File: src/rtl/adj_clock_pkg.sv
//==============================================================================
// adj_clock_pkg
// Shared types and helpers for the adjustable clock divider / period meter.
// Revision: 1.0
//==============================================================================
`default_nettype none

package adj_clock_pkg;

  // Period meter sequencing states
  typedef enum logic [1:0] {
    IDLE      = 2'd0,
    WAIT_EDGE = 2'd1,
    MEASURE   = 2'd2
  } meter_state_t;

  // A divider with factor F holds each level for F+1 input cycles, so the
  // factor is the half-period minus one. Callers truncate to their width.
  function automatic logic [31:0] half_period_to_factor(input logic [31:0] half_period);
    return half_period - 32'd1;
  endfunction

endpackage

`default_nettype wire

File: src/rtl/sync_edge_detect.sv
//==============================================================================
// sync_edge_detect
// Multi-stage synchronizer for an asynchronous level, plus a registered
// one-cycle strobe on every change (both polarities) of the synced level.
// Revision: 1.0
//==============================================================================
`default_nettype none

module sync_edge_detect #(
  parameter int SYNC_STAGES = 2  // must be at least 2
) (
  input  logic ClkInput,
  input  logic ResetN,
  input  logic async_in,
  output logic sync_level,
  output logic edge_strobe
);

  logic [SYNC_STAGES-1:0] sync_q, sync_d;
  logic                   prev_q, prev_d;
  logic                   edge_q, edge_d;

  // Shift the raw input through the chain; compare the synced level with its
  // one-cycle-old copy to detect any transition.
  always_comb begin
    sync_d = {sync_q[SYNC_STAGES-2:0], async_in};
    prev_d = sync_q[SYNC_STAGES-1];
    edge_d = sync_q[SYNC_STAGES-1] ^ prev_q;
  end

  // Synchronizer, delayed copy and edge strobe registers; always running
  always_ff @(posedge ClkInput or negedge ResetN) begin
    if (!ResetN) begin
      sync_q <= '0;
      prev_q <= 1'b0;
      edge_q <= 1'b0;
    end else begin
      sync_q <= sync_d;
      prev_q <= prev_d;
      edge_q <= edge_d;
    end
  end

  assign sync_level  = sync_q[SYNC_STAGES-1];
  assign edge_strobe = edge_q;

endmodule

`default_nettype wire

File: src/rtl/adj_clock_period_meter.sv
//==============================================================================
// adj_clock_period_meter
// Measures the half-period of a divided square wave in ClkInput cycles and
// reports the divider factor that produced it, with lock and timeout status.
// Revision: 1.0
//==============================================================================
`default_nettype none

module adj_clock_period_meter
  import adj_clock_pkg::*;
#(
  parameter int INPUT_BIT_WIDTH = 8,
  parameter int SYNC_STAGES     = 2,
  parameter int LOCK_TOLERANCE  = 0
) (
  input  logic                       ClkInput,
  input  logic                       ResetN,
  input  logic                       Enable,
  input  logic                       MeasuredSignal,
  output logic [INPUT_BIT_WIDTH-1:0] FactorOut,
  output logic                       FactorValid,
  output logic                       Locked,
  output logic                       Timeout
);

  localparam int          W        = INPUT_BIT_WIDTH;
  localparam logic [W:0]  HALF_ONE = (W+1)'(1);
  localparam logic [W:0]  HALF_MAX = {1'b1, {W{1'b0}}};
  localparam logic [31:0] TOL      = 32'(LOCK_TOLERANCE);

  logic sync_level_unused;
  logic edge_seen;

  meter_state_t  state_q, state_d;
  logic [W:0]    half_count_q, half_count_d;
  logic [W-1:0]  factor_out_q, factor_out_d;
  logic          factor_valid_q, factor_valid_d;
  logic          locked_q, locked_d;
  logic          timeout_q, timeout_d;
  logic          prev_valid_q, prev_valid_d;

  logic [W-1:0]  new_factor;
  logic [W-1:0]  factor_diff;

  sync_edge_detect #(
    .SYNC_STAGES (SYNC_STAGES)
  ) u_sync_edge_detect (
    .ClkInput    (ClkInput),
    .ResetN      (ResetN),
    .async_in    (MeasuredSignal),
    .sync_level  (sync_level_unused),
    .edge_strobe (edge_seen)
  );

  // Candidate factor from the running count and its distance to the last one
  always_comb begin
    new_factor  = W'(half_period_to_factor(32'(half_count_q)));
    factor_diff = (new_factor >= factor_out_q) ? (new_factor - factor_out_q)
                                               : (factor_out_q - new_factor);
  end

  // Next-state, half-period counting and status outputs
  always_comb begin
    state_d        = state_q;
    half_count_d   = half_count_q;
    factor_out_d   = factor_out_q;
    factor_valid_d = 1'b0;
    locked_d       = locked_q;
    timeout_d      = 1'b0;
    prev_valid_d   = prev_valid_q;

    // The count only freezes in IDLE; elsewhere it restarts on every edge
    if (state_q != IDLE) begin
      half_count_d = edge_seen ? HALF_ONE : (half_count_q + HALF_ONE);
    end

    if (!Enable) begin
      state_d      = IDLE;
      locked_d     = 1'b0;
      prev_valid_d = 1'b0;
    end else begin
      case (state_q)
        IDLE: begin
          state_d = WAIT_EDGE;
        end
        WAIT_EDGE: begin
          // First edge only aligns the count; nothing is reported
          if (edge_seen) begin
            state_d = MEASURE;
          end
        end
        MEASURE: begin
          // An edge on the overflow cycle still counts: H = 2^W is legal
          if (edge_seen) begin
            factor_out_d   = new_factor;
            factor_valid_d = 1'b1;
            prev_valid_d   = 1'b1;
            locked_d       = prev_valid_q && (32'(factor_diff) <= TOL);
          end else if (half_count_q == HALF_MAX) begin
            // A lost wave invalidates the reference, so lock needs two
            // fresh agreeing measurements once the wave returns.
            timeout_d    = 1'b1;
            locked_d     = 1'b0;
            prev_valid_d = 1'b0;
            state_d      = WAIT_EDGE;
          end
        end
        default: begin
          state_d = IDLE;
        end
      endcase
    end
  end

  // State and output registers
  always_ff @(posedge ClkInput or negedge ResetN) begin
    if (!ResetN) begin
      state_q        <= IDLE;
      half_count_q   <= '0;
      factor_out_q   <= '0;
      factor_valid_q <= 1'b0;
      locked_q       <= 1'b0;
      timeout_q      <= 1'b0;
      prev_valid_q   <= 1'b0;
    end else begin
      state_q        <= state_d;
      half_count_q   <= half_count_d;
      factor_out_q   <= factor_out_d;
      factor_valid_q <= factor_valid_d;
      locked_q       <= locked_d;
      timeout_q      <= timeout_d;
      prev_valid_q   <= prev_valid_d;
    end
  end

  assign FactorOut   = factor_out_q;
  assign FactorValid = factor_valid_q;
  assign Locked      = locked_q;
  assign Timeout     = timeout_q;

endmodule

`default_nettype wire

File: config.mk
export PLATFORM = sky130hd
export DESIGN_NAME = adj_clock_period_meter
export DESIGN_NICKNAME = d
export VERILOG_FILES = /design/src/rtl/adj_clock_pkg.sv /design/src/rtl/sync_edge_detect.sv /design/src/rtl/adj_clock_period_meter.sv
export SDC_FILE = /design/constraint.sdc
export NUM_CORES = 1
export LEC_CHECK = 0
export ABC_AREA = 1
export CAP_MARGIN = 20
export CORE_MARGIN = 2
export CORE_UTILIZATION = 50
export CTS_BUF_LIST = sky130_fd_sc_hd__clkbuf_16
export CTS_CLUSTER_DIAMETER = 150
export DETAILED_ROUTE_END_ITERATION = 10
export HOLD_SLACK_MARGIN = 0.1
export MAX_ROUTING_LAYER = met4
export PLACE_DENSITY = 0.7
export SLEW_MARGIN = 20
export SYNTH_ARGS = -nofsm -noshare
export SYNTH_HDL_FRONTEND = slang
export SYNTH_SLANG_ARGS = --single-unit
File: constraint.sdc
create_clock -name ClkInput -period 3.4 [get_ports ClkInput]
set_input_delay 0.51 -clock ClkInput [delete_from_list [all_inputs] [get_ports ClkInput]]
set_output_delay 0.51 -clock ClkInput [all_outputs]
set_load 0.02 [all_outputs]
# Yosys cells after proc, flatten, opt, wreduce, memory -nomap -nowiden
# Cells that the tools add are included.
dict set report classes {
  n_reduce_logical 6
  order_cmp 2
  mux 21
  addsub 4
  n_eq_ne 8
  n_bitwise 1
}
# operator count
set ops {}
lappend ops {{8-bit subtractor} 2}
lappend ops {{1-bit two-way mux} 14}
lappend ops {{9-bit by 1-bit adder with 9-bit output, second input constant} 1}
lappend ops {{9-bit == test, second input constant} 1}
lappend ops {{9-bit two-way mux} 1}
lappend ops {{8-bit greater-or-equal comparator} 1}
lappend ops {{8-bit by 1-bit <= comparator with 1-bit output, second input constant} 1}
lappend ops {{2-bit two-way mux} 4}
lappend ops {{8-bit two-way mux} 1}
lappend ops {{8-bit by 1-bit subtractor with 8-bit output, second input constant} 1}
lappend ops {{3-bit != test, second input constant} 2}
lappend ops {{2-bit one-hot mux with 3 select lines} 1}
lappend ops {{3-bit AND reduction} 2}
lappend ops {{3-bit by 1-bit != test with 1-bit output, second input constant} 1}
lappend ops {{3-bit by 2-bit != test with 1-bit output, second input constant} 1}
lappend ops {{2-bit by 1-bit == test with 1-bit output, second input constant} 1}
lappend ops {{2-bit == test, second input constant} 1}
lappend ops {{2-bit logical NOT} 1}
lappend ops {{2-bit by 1-bit != test with 1-bit output, second input constant} 1}
lappend ops {{2-bit AND reduction} 1}
lappend ops {{2-bit nonzero test} 1}
lappend ops {{1-bit logical AND} 1}
lappend ops {{1-bit XOR} 1}
dict set report word_totals {
  input_bits 4
  regBits 27
  output_inout_bits 11
}

# Longest topological paths before layout
dict set report logic_depth {
  ltp_word 8
  mapped_depth 22
}

# By module
# A second synthesis with hierarchy kept.
dict set report hier_totals {
  hier_cells 270
  area_unflattened_um2 2004.4
}
# mod cells_each n_inst area_per_inst_um2 seq_area_each_um2
set by_module_without_submodules {}
lappend by_module_without_submodules {adj_clock_period_meter 261 1 1885.6 575.6}
lappend by_module_without_submodules {sync_edge_detect 9 1 118.9 100.1}

# Worst setup path after synthesis
# Ideal clock, no wire load.
dict set report synth_path {
  path_kind {reg-to-reg}
  startpoint {reg half_count_q[0]}
  endpoint {reg locked_q (netlist: Locked)}
  path_buffers 0
  setup_ps 65
  path_stages_with_launch 20
  required_ps 3335
  setup_slack_ps 730
  t_arrival_ps 2605
  period_less_slack_ps 2670
  cell_sequence {dfrtp_1 -> inv_1 -> ha_1 -> nand2_1 -> nor3_1 -> xor2_1 -> inv_1 -> ha_1 -> nand2_2 -> o21ai_2 -> inv_2 -> nand2_4 -> nand2_2 -> nand3_1 -> nand2_1 -> nor2_2 -> nand2_1 -> nor2_1 -> nand3_1 -> nand2_1}
}
dict set report synth_between {
  elab_chain_len 8
}
# item line
set synth_rtl {}
lappend synth_rtl {{start: declaration} adj_clock_period_meter.sv:35} ;# logic [W:0] half_count_q, half_count_d;
lappend synth_rtl {{start signal: assignment} adj_clock_period_meter.sv:127} ;# half_count_q <= half_count_d;
lappend synth_rtl {{8-bit by 1-bit subtractor with 8-bit output *} adj_clock_pkg.sv:20} ;# return half_period - 32'd1;
lappend synth_rtl {{named net new_factor[0]} adj_clock_period_meter.sv:42} ;# logic [W-1:0] new_factor;
lappend synth_rtl {{8-bit subtractor, or another cell as far along} adj_clock_period_meter.sv:59} ;# : (factor_out_q - new_factor);
lappend synth_rtl {{8-bit two-way mux *} adj_clock_period_meter.sv:58} ;# factor_diff = (new_factor >= factor_out_q) ? (new_factor - factor_out_q)
lappend synth_rtl {{8-bit by 1-bit <= comparator with 1-bit output *} adj_clock_period_meter.sv:98} ;# locked_d = prev_valid_q && (32'(factor_diff) <= TOL);
lappend synth_rtl {{1-bit logical AND *} adj_clock_period_meter.sv:98}
lappend synth_rtl {{1-bit two-way mux *} adj_clock_period_meter.sv:94} ;# if (edge_seen) begin
lappend synth_rtl {{1-bit two-way mux *} adj_clock_period_meter.sv:82} ;# case (state_q)
lappend synth_rtl {{1-bit two-way mux *} adj_clock_period_meter.sv:77} ;# if (!Enable) begin
lappend synth_rtl {{end signal: assignment} adj_clock_period_meter.sv:130} ;# locked_q <= locked_d;
lappend synth_rtl {{end: declaration} adj_clock_period_meter.sv:38} ;# logic locked_q, locked_d;
# Mark *: on every way through the listed nets, which the timed path passes. The rest lies on a longest branch. The select of a mux whose other input is x is not followed.
# A chain may end at the register's enable or synchronous reset.

# Final worst setup path
# Ends and elaborated chain as after synthesis.

==> flow_summary_export.csv <==
group,metric,value,unit
run_status,outcome,"finished clean",
floorplanning,die-area,4593,sq um
grt,grt_usage,0.2108,
grt,antenna_found_initial,0,
finish,nNetsFinal,318,
placement,gp_congestion,0.8968,
logic_synthesis,syn_area,2033,sq um
sta,setup_viol,0,
cts,cts_buffer_depth,2,
drt,drt_iter0_markers,56,
placement,dpl.hpwl,3166,um
sta,relSlewSlack,0.7304,
drt,drtPass1Iterations,4,
cts,cts-root-buf,"clkbuf_16",
finish,final_common_cell,"nand2_1",
grt,grt_overflow,0,
floorplanning,rows,23,
floorplanning,fp.dieH,67.77,um
setup_path,r2r_slack,0.40,ns
sta,period_minus_slack,3.003,ns
cts,post_cts_buffers,0,
cts,cts_hold_buf,0,
min_path,hp-class,"flip-flop to flip-flop",
drt,num_vias,1710,
floorplanning,pin_count,15,
floorplanning,die_w,67.77,um
cts,cts-buffers-inserted,3,
logic_synthesis,yosysSeqAreaShare,0.3323,
drt,wirelength,4119,um
finish,post_route_cells_drive_above_1_share,0.1044,
finish,final_cell_mix,"nand2_1, inv_1, dfrtp_1, nor2_1",
floorplanning,initial_utilization,0.5157,
sta,fin_crit_sh,0.8834,
cts,path_clk_slew,0.07,ns
flow_run,maxCapViolCount,0,
drt,wire_per_inst,11.87,um
logic_synthesis,synthCells,281,
sta,tightest_slew,0.4029,ns
cts,worst_skew_pair.late_latency,0.26,ns
floorplanning,core_area,3943,sq um
grt,first_global_vias,1650,
sta,fmax,333.0,MHz
drt,vias_per_cell,4.928,
setup_path,worstSetupStartpointType,"flip-flop",
grt,grt_max_degree,28,
logic_synthesis,syn_area_per_cell,7.236,sq um
cts,htreeDepth,1,
logic_synthesis,yosysWarnings,0,
logic_synthesis,synth-seq-cells,27,
sta,rsz0062_at_grt,"false",
sta,setup_tns,0,ns
placement,placed_cells,343,
finish,area_growth_syn_to_layout,13.29,%
setup_path,cp-end-kind,"flip-flop",
grt,grt_pass1_wl,7100,um
setup_path,crit_path_max_fanout,8,
sta,maxSlewViolCount,0,
logic_synthesis,synth.distinct_cells,32,
placement,io_buffers,14,
drt,postRouteAntennaNets,0,
setup_path,worst-setup-path-type,"flip-flop to flip-flop",
cts,ctsResizeCount,0,
drt,drcViolationCount,0,
setup_path,cp.required,3.61,ns
cts,cts_sinks,27,
sta,skew,0.001455,ns
setup_path,worstPathArrival,3.21,ns
sta,hold_violations,0,
logic_synthesis,synth_nets,301,
cts,cts_tree,"done",
finish,instances_no_fill,347,
finish,final_util,0.5843,
finish,num_antenna_cells,0,
[cell usage after synthesis, drive strengths merged]
| cell | instances | area, sq um |
|---|---|---|
| o211ai | 1 | 7.510 |
| dfrtp | 27 | 675.7 |
| a21oi | 17 | 88.84 |
| xor2 | 10 | 87.58 |
| nand2 | 77 | 314.1 |
| a21o | 1 | 7.510 |
| and3 | 1 | 6.260 |
| nand3 | 16 | 95.09 |
| a31oi | 2 | 12.51 |
| inv | 55 | 206.5 |
| nor3b | 3 | 22.52 |
| nor4 | 1 | 12.51 |
| o21a | 1 | 7.510 |
| o22ai | 1 | 6.260 |
| ha | 16 | 200.2 |
| nand4 | 2 | 12.51 |
| nor3 | 8 | 40.04 |
| buf | 3 | 23.77 |
| nor2 | 22 | 108.9 |
| o21ai | 14 | 73.82 |
| xnor2 | 2 | 17.52 |
| or2 | 1 | 6.260 |
[logic make-up (layout without fill, tap and decap cells)]
kind of cell               Yosys count  in the layout  synth area share
buffers and inverters               58             74            0.1132
DFF                                 27             27            0.3323
xor gates and xnor gates            12             12           0.05169
and+or+nand+nor                    131            131            0.3040
AOI/OAI and AO/OA                   37             37            0.1003
adders and majority gates           16             16           0.09846
[layer usage]
layer	GRT usage	vias to the layer above	part of all wire	wire [um]
li1	-	908	-	-
met1	0.2719	781	0.48	1967
met2	0.3419	19	0.49	2002
met3	0.04000	2	0.029	121
met4	0.05500	0	0.0066	27
met5	-	-	0	0
[metrics by stage]
| step | setup slack, ns | hold slack (ns) | area, sq um |
|---|---|---|---|
| floorplan | 0.7300 | 0.2144 | 2033 |
| global placement | 0.5300 | 0.3363 | 2220 |
| detailed placement | 0.4375 | 0.3363 | 2220 |
| CTS | 0.3842 | 0.3659 | 2303 |
| global route | 0.003516 | 0.3692 | 2303 |
| finish | 0.3966 | 0.3670 | 2303 |
[state kept, by name, summed over array words and instances, names as in the netlist]
name / cells
u_sync_edge_detect.sync_q: 2
Timeout: 1
half_count_q: 9
state_q: 2
FactorValid: 1
FactorOut: 8
u_sync_edge_detect.edge_strobe: 1
prev_valid_q: 1
u_sync_edge_detect.prev_q: 1
Locked: 1
[critical path: stages (launching register included)]
cell,delay [ns]
dfrtp_1,0.42
inv_1,0.19
ha_1,0.23
nand2_1,0.10
nor3_1,0.30
xor2_1,0.25
inv_1,0.07
ha_1,0.40
nand2_2,0.11
nor2_2,0.17
nand2_2,0.10
nand2_4,0.10
nand2_2,0.06
nand3_1,0.06
nand2_1,0.06
nor2_2,0.07
nand2_1,0.05
nor2_1,0.08
nand3_1,0.07
nand2_1,0.06
[layout make-up]
class / instances / area, sq um
clock buffer: 3 / 75.07
clock inverter: 1 / 8.758
fill: 347 / 1639
inverter: 55 / 206.4
multi-input combinational: 196 / 1127
sequential: 27 / 675.6
tap: 50 / 62.56
timing repair buffer: 15 / 147.6
[final timing paths]
kind,cells after the start,endpoint,from
hold / removal,0,u_sync_edge_detect.sync_q[1],u_sync_edge_detect.sync_q[0]
setup reg to reg,19,Locked,half_count_q[0]
hold reg to reg,0,u_sync_edge_detect.sync_q[1],u_sync_edge_detect.sync_q[0]
min in group asynchronous,2,FactorOut[7],ResetN
setup / recovery,19,Locked,half_count_q[0]
max in group asynchronous,2,u_sync_edge_detect.prev_q,ResetN
Power is left out: the tool's default activity adds up to more than one toggle a clock period on the data nets, which glitch-free logic cannot reach.
